$ cat src/rtl/sat_counter.sv
// Saturating up-counter with synchronous clear; clear wins over increment.
module sat_counter #(
  parameter int W = 8
) (
  input  logic         clk,
  input  logic         rst_n,
  input  logic         inc,
  input  logic         clr,
  output logic [W-1:0] cnt
);

  logic [W-1:0] cnt_q;
  logic [W-1:0] cnt_d;

  // Next count: clear, or step unless already at the maximum value
  always_comb begin
    cnt_d = cnt_q;
    if (clr) begin
      cnt_d = '0;
    end else if (inc && (cnt_q != {W{1'b1}})) begin
      cnt_d = cnt_q + 1'b1;
    end
  end

  // Count register
  always_ff @(posedge clk or negedge rst_n) begin
    if (!rst_n) begin
      cnt_q <= '0;
    end else begin
      cnt_q <= cnt_d;
    end
  end

  assign cnt = cnt_q;

endmodule

$ cat config.mk
export PLATFORM = sky130hd
export DESIGN_NAME = sat_counter
export DESIGN_NICKNAME = d
export VERILOG_FILES = /design/src/rtl/sat_counter.sv
export SDC_FILE = /design/constraint.sdc
export NUM_CORES = 1
export LEC_CHECK = 0
export CAP_MARGIN = 20
export CORE_AREA = 2 2 39 41
export DETAILED_ROUTE_END_ITERATION = 16
export DIE_AREA = 0 0 41 43
export PLACE_DENSITY_LB_ADDON = 0.12
export SLEW_MARGIN = 30
export SYNTH_ARGS = -nofsm -noshare
export SYNTH_HDL_FRONTEND = slang
export SYNTH_SLANG_ARGS = --single-unit
$ cat constraint.sdc
create_clock -name clk -period 1.58 [get_ports clk]
set_input_delay 0.158 -clock clk [delete_from_list [all_inputs] [get_ports clk]]
set_output_delay 0.158 -clock clk [all_outputs]
set_load 0.02 [all_outputs]
==> metrics.md, run 1 <==
| Metric | Value |
|---|---|
| Sequence of cells on the critical path | ha_2 > and4_2 > a21boi_2 > mux2_2 |
| Seq/Total Area, Yosys | 43.1% |
| Vias in the first global route | 390 |
| Commonest cells after routing, fill and taps aside | clkdlybuf4s50_1, dfrtp_1, nor3_1, buf_4 |
| Fillers | approximately 140 |
| Max-cap viol count | 0 |
| Commonest non-fill, non-tap cell in the layout | clkdlybuf4s50_1 |
| Worst path buffer plus inverter count | 0 |
| Die height | about 43 µm |
| CP peak stage delay | between 0.4 and 0.5 ns |
| DRT antenna net count | 0 |
| Worst slack, placed | between 0.06 and 0.07 ns |
| Avg Vias per Cell | around 5.5 |
| Worst Hold Slack | 0.181 ns |
| GRT Overall Usage | between 10% and 20% |
| Worst-margin pin slew | between 0.3 and 0.4 ns |
| CP max stage cell | dfrtp_2 |
| Number of synthesized register bits | 8 |
| Residual DRC count | 0 |
| Die X | about 41 µm |
| IO Count | 12 |
| Achievable Freq | roughly 0.65 GHz |
| Grt total ovfl | 0 |
| Setup TNS | 0 ns |
| CTS tree | built |
| Vias | approximately 450 |
| Clock slew at reported path FFs | 0.06 ns |
| Latest clock arrival within the worst-skew pair | between 0.2 and 0.3 ns |
| Design area | about 650 µm² |
| WL/cell | around 13 µm |
| Critical Path RT | about 1.7 ns |
| Number of diodes | 0 |
| TritonCTS buffer count | 3 |
| Setup-failing EPs final | 0 |
| Syn avg cell area | between 9 and 10 µm² |
| Pwr Density | just under 700 nW/µm² |
| Die area | approximately 1800 µm² |
| Period Utilization, post-route | just under 100% |
| Status | complete, no violations |
| Worst Hold Class | input port to async pin |
| TritonRoute pass-1 iters | 4 |
| Layout cells sized above 1 | between 20 and 25% |
| Final WS setup | between 0.03 and 0.04 ns |
| RSZ-0062 raised after global routing | no |
| Final non-filler cell total | between 80 and 90 |
| Max VDD drop | between 0.0002 and 0.0003 V |
| Initial Util | between 30% and 40% |
| Mapped Area | approximately 460 µm² |
| Leak Pwr | 0.255 nW |
| Iteration-0 DRC count of the detailed router | 23 |
| Delay-heaviest family, CP | flip-flops |
| Worst slew margin | between 70 and 80% |
| Syn Inst Count | slightly below 50 |
| R2r worst-path depth | 4 |
| Clk root buf | clkbuf_4 |
| Standard-cell rows | 14 |
| Drt total wl | 1040 µm |
| DP HPWL | 736 µm |
| Skew final | 0.00704 ns |
| Worst R2R Start | cnt[0] |
| Max FO, Critical Path | 6 |
| CP startpoint kind | register |
| Count of pins over their slew limit | 0 |
| Yosys Warn Count | 0 |
| Antenna violations before repair | 0 |
| Gpl congestion | 0.739 |
| DP Area | 624 µm² |
| Syn Nets | 54 |
| Cell count after placement | 78 |
| Syn-to-layout area delta | 41.0% |
| First-pass GRT wire length | 1720 µm |
| Total core area | ~1400 µm² |
| Setup CP Type | register to register |
| Synth cell types | 28 |
| R2R setup slack | about 0.04 ns |
| CTS H-tree depth | 1 |
| PortBufs | 11 |
| Number of flip-flops under the largest register name | 8 |
| Hold Vio Cnt, Final | 0 |
| Largest net degree at the start of global routing | 12 |
| Crit. End Element | register |
| Min Tclk post-route | about 1.5 ns |
| CP arrival | roughly 1.7 ns |
| Nets@finish | about 70 |
| CTS sink count | 8 |
| Max Root-Sink Buffers | 2 |
| Critical R2R Capture | cnt[0] |
## kinds of logic (layout without fill, tap and decap cells)
| family | after synthesis | count (layout) | synth area share [%] |
|---|---|---|---|
| DFF | 8 | 8 | 43.1 |
| muxes | 3 | 3 | 7.01 |
| AOI/OAI and AO/OA | 9 | 9 | 12.7 |
| buffers and inverters | 4 | 21 | 3.50 |
| adders and majority gates | 1 | 1 | 2.69 |
| and+or+nand+nor | 24 | 24 | 31.0 |
## repair_timing
action                     4_1_cts  5_1_grt
hold endpoints to repair         0        0
setup endpoints to repair        0        1
setup buffers                    0        0
resized for setup                0        1
hold buffers                     0        0
## cell usage after synthesis, drive strengths merged
cell type	n	area share, %
clkbuf	1	0.81
a31oi	1	1.3
mux2i	1	2.2
mux2	2	4.9
nand4	1	1.3
ha	1	2.7
nand3	3	4.3
a2111oi	1	1.9
inv	2	1.6
nand2b	3	4.0
a21boi	1	1.6
nand2	2	1.6
buf	1	1.1
a211oi	1	1.6
nor4	1	1.3
a41oi	1	1.9
and3	1	1.3
dfrtp	8	43
a21oi	3	3.2
nor3	4	4.3
o21ai	1	1.1
and4	2	4.0
nor3b	1	1.6
or3	1	1.3
nor2b	3	4.0
nor2	2	1.6
## layout make-up
class	count	area [µm²]	area share [%]
Clock buffer	4	26.3	4.02
Multi-Input combinational cell	37	258	39.4
Tap cell	16	20.0	3.06
Sequential cell	8	203	31.0
Timing Repair Buffer	15	140	21.4
Inverter	2	7.51	1.15
## per-stage QoR
| step | util [%] | total power [mW] |
|---|---|---|
| 2_1_floorplan | - | 0.249 |
| 6_report | 47.3 | 0.446 |
| 4_1_cts | 47.0 | 0.459 |
| 5_1_grt | 47.3 | 0.478 |
| 3_5_place_dp | 45.1 | 0.282 |
| 3_3_place_gp | 45.1 | 0.282 |
## where the power goes
group	switching (mW)	total (mW)	internal [mW]
Sequential	0.00590	0.217	0.211
Clock	0.0712	0.168	0.0967
Combinational	0.0296	0.0613	0.0318
Total	0.107	0.446	0.339
## worst max path at each step
stage | start | end | slack (ns) | cells past startpoint
4_1_cts | cnt[0] | cnt[3] | 0.03 | 4
3_3_place_gp | cnt[0] | cnt[3] | 0.06 | 4
5_1_grt | cnt[0] | cnt[0] | 0.004 | 4
6_report | cnt[0] | cnt[0] | 0.04 | 4
2_1_floorplan | cnt[0] | cnt[0] | 0.02 | 4
3_5_place_dp | cnt[0] | cnt[0] | 0.06 | 4
## per-layer routing
layer	global-route usage [%]	part of all wire, %	vias up
met4	10.0	0.39	0
met3	3.14	6.6	2
met5	0	0	-
li1	-	-	217
met2	19.4	48	18
met1	21.5	45	217
(Power assumes the default switching activity.)
==> run 2: changes to the inputs <==
--- a/config.mk
+++ b/config.mk
@@ -9,6 +9,7 @@
 export CORE_AREA = 2 2 39 41
 export DETAILED_ROUTE_END_ITERATION = 16
 export DIE_AREA = 0 0 41 43
+export MAX_ROUTING_LAYER = met4
 export PLACE_DENSITY_LB_ADDON = 0.12
 export SLEW_MARGIN = 30
 export SYNTH_ARGS = -nofsm -noshare
==> results of run 2 <==
The final DEF is identical to that of run 1; final timing and power are the same.
Among the figures that moved: final weighted congestion in routability-driven placement 0.739 -> 0.748; overall routing resource usage 15.0% -> 15.4%
